$ cat config.mk
export PLATFORM = sky130hd
export DESIGN_NAME = posit_encode_pipe
export DESIGN_NICKNAME = d
export VERILOG_FILES = /design/src/rtl/posit_encode_pipe.sv
export SDC_FILE = /design/constraint.sdc
export NUM_CORES = 1
export LEC_CHECK = 0
export ABC_AREA = 1
export CORE_AREA = 2 2 177 214
export DETAILED_ROUTE_END_ITERATION = 10
export DIE_AREA = 0 0 179 216
export PLACE_DENSITY = 0.68
export SLEW_MARGIN = 20
export SYNTH_ARGS = -nofsm -noshare
export SYNTH_HDL_FRONTEND = slang
export SYNTH_SLANG_ARGS = --single-unit
$ cat constraint.sdc
create_clock -name clk -period 5.7 [get_ports clk]
set_input_delay 1.71 -clock clk [delete_from_list [all_inputs] [get_ports clk]]
set_output_delay 1.71 -clock clk [all_outputs]
set_load 0.005 [all_outputs]
$ cat src/rtl/posit_encode_pipe.sv
// posit_encode_pipe
//   Three-stage encoder from decoded posit form (sign / scale / wide fraction /
//   NaR / zero) to a packed NBITS-bit posit. Stage 1 normalizes the fraction with
//   a leading-zero count, stage 2 builds the regime/exponent/fraction string and
//   extracts guard/sticky, stage 3 applies round-to-nearest-even, clamps to
//   [minpos, maxpos] and negates.
//
// Ports
//   clk, rst_n    clock, asynchronous active-low reset
//   in_valid/in_ready    input stream handshake
//   in_sign, in_scale, in_fraction, in_inf, in_zero   decoded value
//                        (in_scale weights fraction bit MBITS-2)
//   out_valid/out_ready  output stream handshake
//   out_posit            encoded posit
module posit_encode_pipe #(
    parameter int NBITS = 32,
    parameter int ES    = 2,
    parameter int MBITS = 56,
    parameter int SBITS = 9
) (
    input  logic             clk,
    input  logic             rst_n,
    input  logic             in_valid,
    output logic             in_ready,
    input  logic             in_sign,
    input  logic [SBITS-1:0] in_scale,
    input  logic [MBITS-1:0] in_fraction,
    input  logic             in_inf,
    input  logic             in_zero,
    output logic             out_valid,
    input  logic             out_ready,
    output logic [NBITS-1:0] out_posit
);
    localparam int STAGES = 3;
    localparam int SW     = SBITS + 2;
    localparam int LZW    = $clog2(MBITS + 1);
    localparam int MAGW   = NBITS - 1;
    // {regime seed (2), exponent, fraction below hidden bit, NBITS of headroom}
    // The headroom keeps every shifted-out bit visible to the sticky OR.
    localparam int BW     = 2 + ES + (MBITS - 1) + NBITS;
    localparam logic signed [SW-1:0] KLIM = SW'(NBITS - 2);

    typedef struct packed {
        logic             sign;
        logic             inf;
        logic             zero;
        logic [SW-1:0]    scale;
        logic [MBITS-2:0] frac;   // bits below the leading one
    } norm_t;

    typedef struct packed {
        logic            sign;
        logic            inf;
        logic            zero;
        logic [MAGW-1:0] mag;
        logic            guard;
        logic            sticky;
    } body_t;

    logic [STAGES:1] vld_pipe;
    logic            advance;
    norm_t           s1_d, s1_q;
    body_t           s2_d, s2_q;
    logic [NBITS-1:0] res;

    assign advance   = !vld_pipe[STAGES] || out_ready;
    assign in_ready  = advance;
    assign out_valid = vld_pipe[STAGES];

    // ---------------- stage 1: normalize ----------------
    logic [LZW-1:0] lz;

    always_comb begin
        lz = LZW'(MBITS);
        // ascending scan: the last hit is the highest set bit
        for (int i = 0; i < MBITS; i++)
            if (in_fraction[i]) lz = LZW'(MBITS - 1 - i);
    end

    always_comb begin
        s1_d.sign  = in_sign;
        s1_d.inf   = in_inf;
        s1_d.zero  = !in_inf && (in_zero || (in_fraction == '0));
        s1_d.scale = {{(SW-SBITS){in_scale[SBITS-1]}}, in_scale} + SW'(1) - SW'(lz);
        s1_d.frac  = (MBITS-1)'(in_fraction << lz);
    end

    // ---------------- stage 2: regime build ----------------
    logic signed [SW-1:0] sc, k;
    logic [SW-1:0]        sh;
    logic [BW-1:0]        base, shifted;
    logic                 sat_hi, sat_lo;

    always_comb begin
        sc      = $signed(s1_q.scale);
        k       = sc >>> ES;
        // Seed 10 replicates ones under arithmetic shift (k+1 ones, then 0);
        // seed 01 replicates zeros (-k zeros, then 1) with shift -k-1 = ~k.
        sh      = k[SW-1] ? ~k : k;
        base    = {(k[SW-1] ? 2'b01 : 2'b10), sc[ES-1:0], s1_q.frac, {NBITS{1'b0}}};
        shifted = $signed(base) >>> sh;
        sat_hi  = (k >= KLIM);
        sat_lo  = (k < -KLIM);

        s2_d.sign   = s1_q.sign;
        s2_d.inf    = s1_q.inf;
        s2_d.zero   = s1_q.zero;
        s2_d.mag    = sat_hi ? '1 : (sat_lo ? MAGW'(1) : shifted[BW-1 -: MAGW]);
        s2_d.guard  = !(sat_hi || sat_lo) && shifted[BW-NBITS];
        s2_d.sticky = !(sat_hi || sat_lo) && (|shifted[BW-NBITS-1:0]);
    end

    // ---------------- stage 3: round / sign ----------------
    logic             inc;
    logic [NBITS-1:0] sum, body;
    logic [MAGW-1:0]  rmag;

    always_comb begin
        inc  = s2_q.guard && (s2_q.mag[0] || s2_q.sticky);
        sum  = {1'b0, s2_q.mag} + NBITS'(inc);
        // rounding up from maxpos would carry into the sign bit: stay at maxpos
        rmag = sum[NBITS-1] ? '1 : sum[NBITS-2:0];
        body = {1'b0, rmag};
        if (s2_q.inf)       res = {1'b1, {(NBITS-1){1'b0}}};
        else if (s2_q.zero) res = '0;
        else if (s2_q.sign) res = -body;
        else                res = body;
    end

    // ---------------- pipeline registers ----------------
    always_ff @(posedge clk or negedge rst_n) begin
        if (!rst_n) begin
            vld_pipe  <= '0;
            s1_q      <= '0;
            s2_q      <= '0;
            out_posit <= '0;
        end else if (advance) begin
            vld_pipe <= {vld_pipe[STAGES-1:1], in_valid};
            s1_q     <= s1_d;
            s2_q     <= s2_d;
            if (vld_pipe[STAGES-1]) out_posit <= res;
        end
    end

endmodule

==> impl_metrics.env, run 1 <==
export IMPL_status="finished with violations"
export IMPL_violations="negative setup slack"
export IMPL_fin_nets=2659
export IMPL_avgViaCountPerCell=5.61
export IMPL_drt_total_wl_microns=52700
export IMPL_antenna_left=0
export IMPL_gp_congestion=1.02
export IMPL_grt_pass1_vias=16300
export IMPL_diodes=0
export IMPL_reg2regPathDepth=28
export IMPL_cp_start_kind="primary input"
export IMPL_cp_arrival_ps=6110
export IMPL_cts_buffers=17
export IMPL_power_density_nw_per_um2=449
export IMPL_fillers=3853
export IMPL_grt_pass1_wl_microns=83200
export IMPL_syn_nets=2586
export IMPL_max_freq_mhz=173
export IMPL_setup_ws_ps=-96.8
export IMPL_hold_path_class="reg2reg"
export IMPL_drt_iter0_drc=1582
export IMPL_r2r_start="s2_q[2]"
export IMPL_h_tree_depth=4
export IMPL_portBuffers=105
export IMPL_cp_slowest_cell="or2_4"
export IMPL_final_hold_viol_count=0
export IMPL_layout_commonest_cell="nand2_1"
export IMPL_core_area_sq_um=36500
export IMPL_reg2reg_slack_ps=820
export IMPL_yosysSeqAreaShare_pct=24.1
export IMPL_synth_edf_count=0
export IMPL_timing_critical_path_to_type="flip-flop"
export IMPL_ys_ff_latch=140
export IMPL_clkSlewWorstSetupHoldPaths_ps=60
export IMPL_power_leakage_nw=8.18
export IMPL_drv_cap=0
export IMPL_vias=17100
export IMPL_syn_inst=2493
export IMPL_critPathMaxFanout=2
export IMPL_start_util_pct=39.7
export IMPL_finalCritPeriodShare_pct=102
export IMPL_worstHoldEndpoint="s2_q[34]"
export IMPL_path_class="in2reg"
export IMPL_rsz0062_at_grt="true"
export IMPL_switchingPower_mw=4.01
export IMPL_async_flop_share_pct=100
export IMPL_synth_area_per_cell_sq_um=5.82
export IMPL_grt_use_total_pct=27.3
export IMPL_regArea_sq_um=3500
export IMPL_die_x_microns=179
export IMPL_multi_input_area_sq_um=9430
export IMPL_layout_common_cells="nand2_1, nand3_1, inv_1"
export IMPL_num_rows=77
export IMPL_critPathRequiredTime_ps=6010
export IMPL_crit_top_cell="nand2_1"
export IMPL_hold_path_startpoint="s1_q[67]"
export IMPL_seq_power_share_pct=21.5
export IMPL_cts_max_path_buffers=2
export IMPL_worst_pin_slew_ps=952
export IMPL_dieHeight_microns=216
export IMPL_clk_latency_ps=450
export IMPL_synth_ff_type="dfrtp_1"
export IMPL_intPower_mw=3.67
export IMPL_peakVddDrop_mv=0.208
export IMPL_routedWlPerCell_microns=17.3
export IMPL_hpwl_microns=41100
export IMPL_yosysWarnings=0
export IMPL_clkPwrFrac_pct=16.3
export IMPL_setup_viol=3
export IMPL_drive_above_1_share_pct=7.56
export IMPL_yosysUniqueCellTypes=50
export IMPL_max_slew_margin_pct=36.5
export IMPL_hold_ws_ps=481
export IMPL_syn2layout_area_growth_pct=17.8
export IMPL_gr_total_overflow=0
export IMPL_rr_endpoint="out_posit[26]"
export IMPL_maxSlewViolCount=0
export IMPL_die_area_sq_um=38700
export IMPL_pre_cts_ws_ps=-1040
export IMPL_max_stage_delay_ps=230
export IMPL_drcViolationCount=0
export IMPL_fin_crit_ps=5800
export IMPL_synthesis_area_sq_um=14500
export IMPL_skew_ps=12.4
export IMPL_first_pass_iters=6
export IMPL_clock_sinks=140
export IMPL_combPwrFrac_pct=62.2
export IMPL_grt_max_degree=73
export IMPL_swShare_pct=52.2
export IMPL_whs_path_depth=2
export IMPL_cts_tree="done"
export IMPL_clockRootBuffer="clkbuf_16"
export IMPL_ios=106
export IMPL_antenna_found_initial=0
sequential cells by signal, summed over array words and instances, names as in the netlist:
register,cells
base,55
out_posit,32
s1_q,3
s2_q,36
sc,11
vld_pipe,3
layout make-up:
type / instances / share of cell area (%)
flip-flops and latches: 140 / 20.5
repair buffers: 201 / 10.4
well taps: 474 / 3.47
clock buffers: 17 / 2.49
inverters: 298 / 6.64
multi-input cells: 1908 / 55.1
clock inverters: 15 / 1.34
power groups by stage:
| stage | sequential [mW] | combinational [mW] | clock [mW] |
|---|---|---|---|
| 2_1_floorplan | 1.56 | 3.31 | 0 |
| 3_3_place_gp | 1.65 | 4.64 | 0 |
| 3_5_place_dp | 1.66 | 4.68 | 0 |
| 4_1_cts | 1.65 | 4.71 | 1.26 |
| 5_1_grt | 1.69 | 5.35 | 1.30 |
| 6_report | 1.65 | 4.77 | 1.25 |
metal layers:
layer	wire (microns)	vias to the layer above	track usage, %	share of wire (%)
met4	3470	0	17.1	6.6
met1	20400	7922	30.2	39
li1	-	8456	-	-
met2	26800	571	49.4	51
met5	0	-	0	0
met3	2010	168	2.45	3.8
per-stage QoR:
stage                     setup TNS, ps  power, mW  instances  util (%)  area [sq um]
final                              -163       7.67       3053      46.8         17100
after global routing             -30290       8.34       3053      46.8         17100
after CTS                          -397       7.61       3052      46.7         17100
after detailed placement         -49910       6.35       3017      44.9         16400
after global placement           -52650       6.30       3017      44.9         16400
after floorplan                    -397       4.87       2493         -         14600
how the worst max path moves through the flow:
stage | startpoint | end | depth (start not counted)
3_3_place_gp | in_fraction[1] | sc[9] | 72
4_1_cts | in_fraction[1] | sc[9] | 72
3_5_place_dp | in_fraction[1] | sc[9] | 72
2_1_floorplan | in_fraction[1] | sc[9] | 72
6_report | in_fraction[1] | sc[7] | 71
5_1_grt | in_fraction[1] | sc[9] | 71
cell families (layout without fill, tap and decap cells):
| kind of cell | count (synthesis) | count (layout) | share of synthesized area (%) |
|---|---|---|---|
| compound gates | 452 | 452 | 17.5 |
| xor+xnor | 47 | 47 | 2.84 |
| fa+ha+maj | 21 | 21 | 1.86 |
| buf+inv | 445 | 531 | 11.8 |
| flops | 140 | 140 | 24.1 |
| mux | 5 | 5 | 0.345 |
| simple gates | 1383 | 1383 | 41.6 |
cell usage after synthesis, types with 2 or more instances:
library cell	number	share of area (%)
nand2_1	607	16
nand3_1	493	17
inv_1	289	7.5
o21ai_0	285	9.8
nor2_1	187	4.8
dfrtp_1	140	24
clkbuf_1	112	2.9
a21oi_1	60	2.1
xor2_1	39	2.4
nor3_1	32	1.1
nand4_1	23	0.99
buf_1	22	0.57
a32o_1	21	1.4
a22oi_1	20	1.0
ha_1	20	1.7
nor4_1	15	0.65
o22ai_1	15	0.65
o21ai_1	13	0.45
a31oi_1	10	0.43
buf_2	9	0.31
or2_2	9	0.39
xnor2_1	8	0.48
o211ai_1	7	0.36
inv_2	5	0.13
mux2i_1	5	0.34
nand2_2	5	0.22
clkinv_1	4	0.10
o31ai_1	4	0.21
buf_6	3	0.23
nand3b_1	3	0.16
a211oi_1	2	0.10
a31o_2	2	0.12
a32oi_1	2	0.12
and2_1	2	0.086
nand2_4	2	0.16
o2111ai_1	2	0.12
o21bai_1	2	0.10
or4_1	2	0.10
timing repair:
item	in CTS	in global routing
setup buffers	4	3
endpoints found under the hold margin	0	0
setup endpoints to repair	63	64
gates resized for setup	27	21
pin swaps	19	23
hold buffers	0	0
critical path, delay by kind of cell:
kind / cells / cell delay (ps)
buffers and inverters: 5 / 270
AND/OR/NAND/NOR: 60 / 3230
adder cells (fa/ha/maj): 3 / 500
AO/OA/AOI/OAI: 3 / 350
(Power assumes the default switching activity.)
==> run 2: changes to the inputs <==
- CORE_AREA: 2 2 177 214 -> 2 2 145 176
- DIE_AREA: 0 0 179 216 -> 0 0 147 178
- PLACE_DENSITY: 0.68 -> 0.91
==> impl_metrics.env, run 2 (synthesis results as in run 1) <==
export IMPL_dp_cells=2853
export IMPL_dieHeight_microns=178
export IMPL_drive_above_1_share_pct=18.0
export IMPL_drv_cap=0
export IMPL_worst_pin_slew_ps=1030
export IMPL_power_leakage_nw=8.87
export IMPL_violations="negative setup slack"
export IMPL_path_class="in2reg"
export IMPL_setup_viol=56
export IMPL_syn2layout_area_growth_pct=29.8
export IMPL_clock_sinks=140
export IMPL_fin_crit_ps=6070
export IMPL_clkSlewWorstSetupHoldPaths_ps=70
export IMPL_final_hold_viol_count=0
export IMPL_power_density_nw_per_um2=420
export IMPL_cts_tree="done"
export IMPL_antenna_left=0
export IMPL_fillers=1833
export IMPL_largest_register_ff_count=55
export IMPL_grt_max_degree=104
export IMPL_max_freq_mhz=165
export IMPL_hold_ws_ps=483
export IMPL_crit_top_cell="nand2_1"
export IMPL_critPathRequiredTime_ps=6020
export IMPL_clockRootBuffer="clkbuf_16"
export IMPL_start_util_pct=59.4
export IMPL_pre_cts_ws_ps=-1020
export IMPL_hold_path_class="reg2reg"
export IMPL_vias=18800
export IMPL_die_area_sq_um=26200
export IMPL_portBuffers=105
export IMPL_num_rows=63
export IMPL_max_stage_delay_ps=400
export IMPL_skew_ps=11.5
export IMPL_cp_slowest_cell="nand3_1"
export IMPL_drcViolationCount=0
export IMPL_utilization_pct=77.1
export IMPL_antenna_found_initial=1
export IMPL_critPathMaxFanout=9
export IMPL_gp_congestion=1.02
export IMPL_status="finished with violations"
export IMPL_regArea_sq_um=3500
export IMPL_multi_input_area_sq_um=11100
export IMPL_maxSlewViolCount=0
export IMPL_ios=106
export IMPL_grt_pass1_vias=16700
export IMPL_timing_critical_path_to_type="flip-flop"
export IMPL_die_x_microns=147
export IMPL_first_pass_iters=7
export IMPL_routedWlPerCell_microns=20.7
export IMPL_grt_use_total_pct=41.5
export IMPL_hpwl_microns=41000
export IMPL_drt_total_wl_microns=60300
export IMPL_grt_pass1_wl_microns=86000
export IMPL_cp_arrival_ps=6390
export IMPL_gr_total_overflow=0
export IMPL_final_setup_tns_ps=-9910
export IMPL_rsz0062_at_grt="true"
export IMPL_peakVddDrop_mv=0.217
export IMPL_max_slew_margin_pct=31.6
export IMPL_h_tree_depth=4
export IMPL_cp_start_kind="primary input"
export IMPL_fin_nets=2668
export IMPL_core_area_sq_um=24400
export IMPL_diodes=0
export IMPL_setup_ws_ps=-370
export IMPL_layout_common_cells="nand2_1, nand3_1, inv_1"
export IMPL_cts_max_path_buffers=2
export IMPL_stdcell_count=2913
export IMPL_drt_iter0_drc=2411
export IMPL_finalCritPeriodShare_pct=106
export IMPL_layout_commonest_cell="nand2_1"
export IMPL_avgViaCountPerCell=6.47
export IMPL_cts_buffers=17
export IMPL_clk_latency_ps=450
[run 2: area by class of cell]
cell class	instances	area share, %
clock buffers	18	2.33
clock inverters	14	0.704
inverters	298	6.04
multi-input cells	1908	59.0
flip-flops and latches	140	18.6
well taps	325	2.16
repair buffers	210	11.1
[run 2: worst max-delay path, delay by kind of cell]
family | cells | cell delay [ps]
buffers and inverters | 7 | 750
and+or+nand+nor | 61 | 3910
[run 2: final timing paths]
check,cells after the start,startpoint,endpoint,slack [ps]
max in group asynchronous,2,rst_n,sc[2],3230
min in group asynchronous,1,rst_n,out_posit[8],1320
min,2,s1_q[67],s1_q[67],480
max reg2reg,32,s2_q[2],out_posit[29],800
max,68,in_fraction[1],base[82],-370
min reg2reg,2,s1_q[67],s1_q[67],480
[run 2: power by group]
part	total [mW]	switching, mW	internal [mW]	leakage (nW)
combinational	5.15	3.48	1.66	6.90
clock	1.10	0.480	0.621	0.285
sequential	1.67	0.321	1.35	1.68
total	7.92	4.28	3.63	8.87
[run 2: stage by stage]
| step | area [sq um] | total power, mW |
|---|---|---|
| after floorplan | 14600 | 4.87 |
| after global placement | 16100 | 6.24 |
| after detailed placement | 16100 | 6.34 |
| after CTS | 16700 | 7.46 |
| after global routing | 18800 | 8.47 |
| final | 18800 | 7.92 |
[run 2: metal layers]
metal | GRT usage (%) | part of all wire, % | vias up
met1 | 46.8 | 34 | 8645
met2 | 72.4 | 47 | 1275
met3 | 6.19 | 9.8 | 417
li1 | - | - | 8506
met5 | 0 | 0.022 | -
met4 | 28.8 | 9.9 | 2
[run 2: repair_timing]
item                                    in CTS  in global routing
pin swaps                                   15                105
hold buffers                                 0                  0
cloned                                       0                  8
buffers inserted                             7                 17
gates resized for setup                     26                394
endpoints found under the setup margin      61                 64
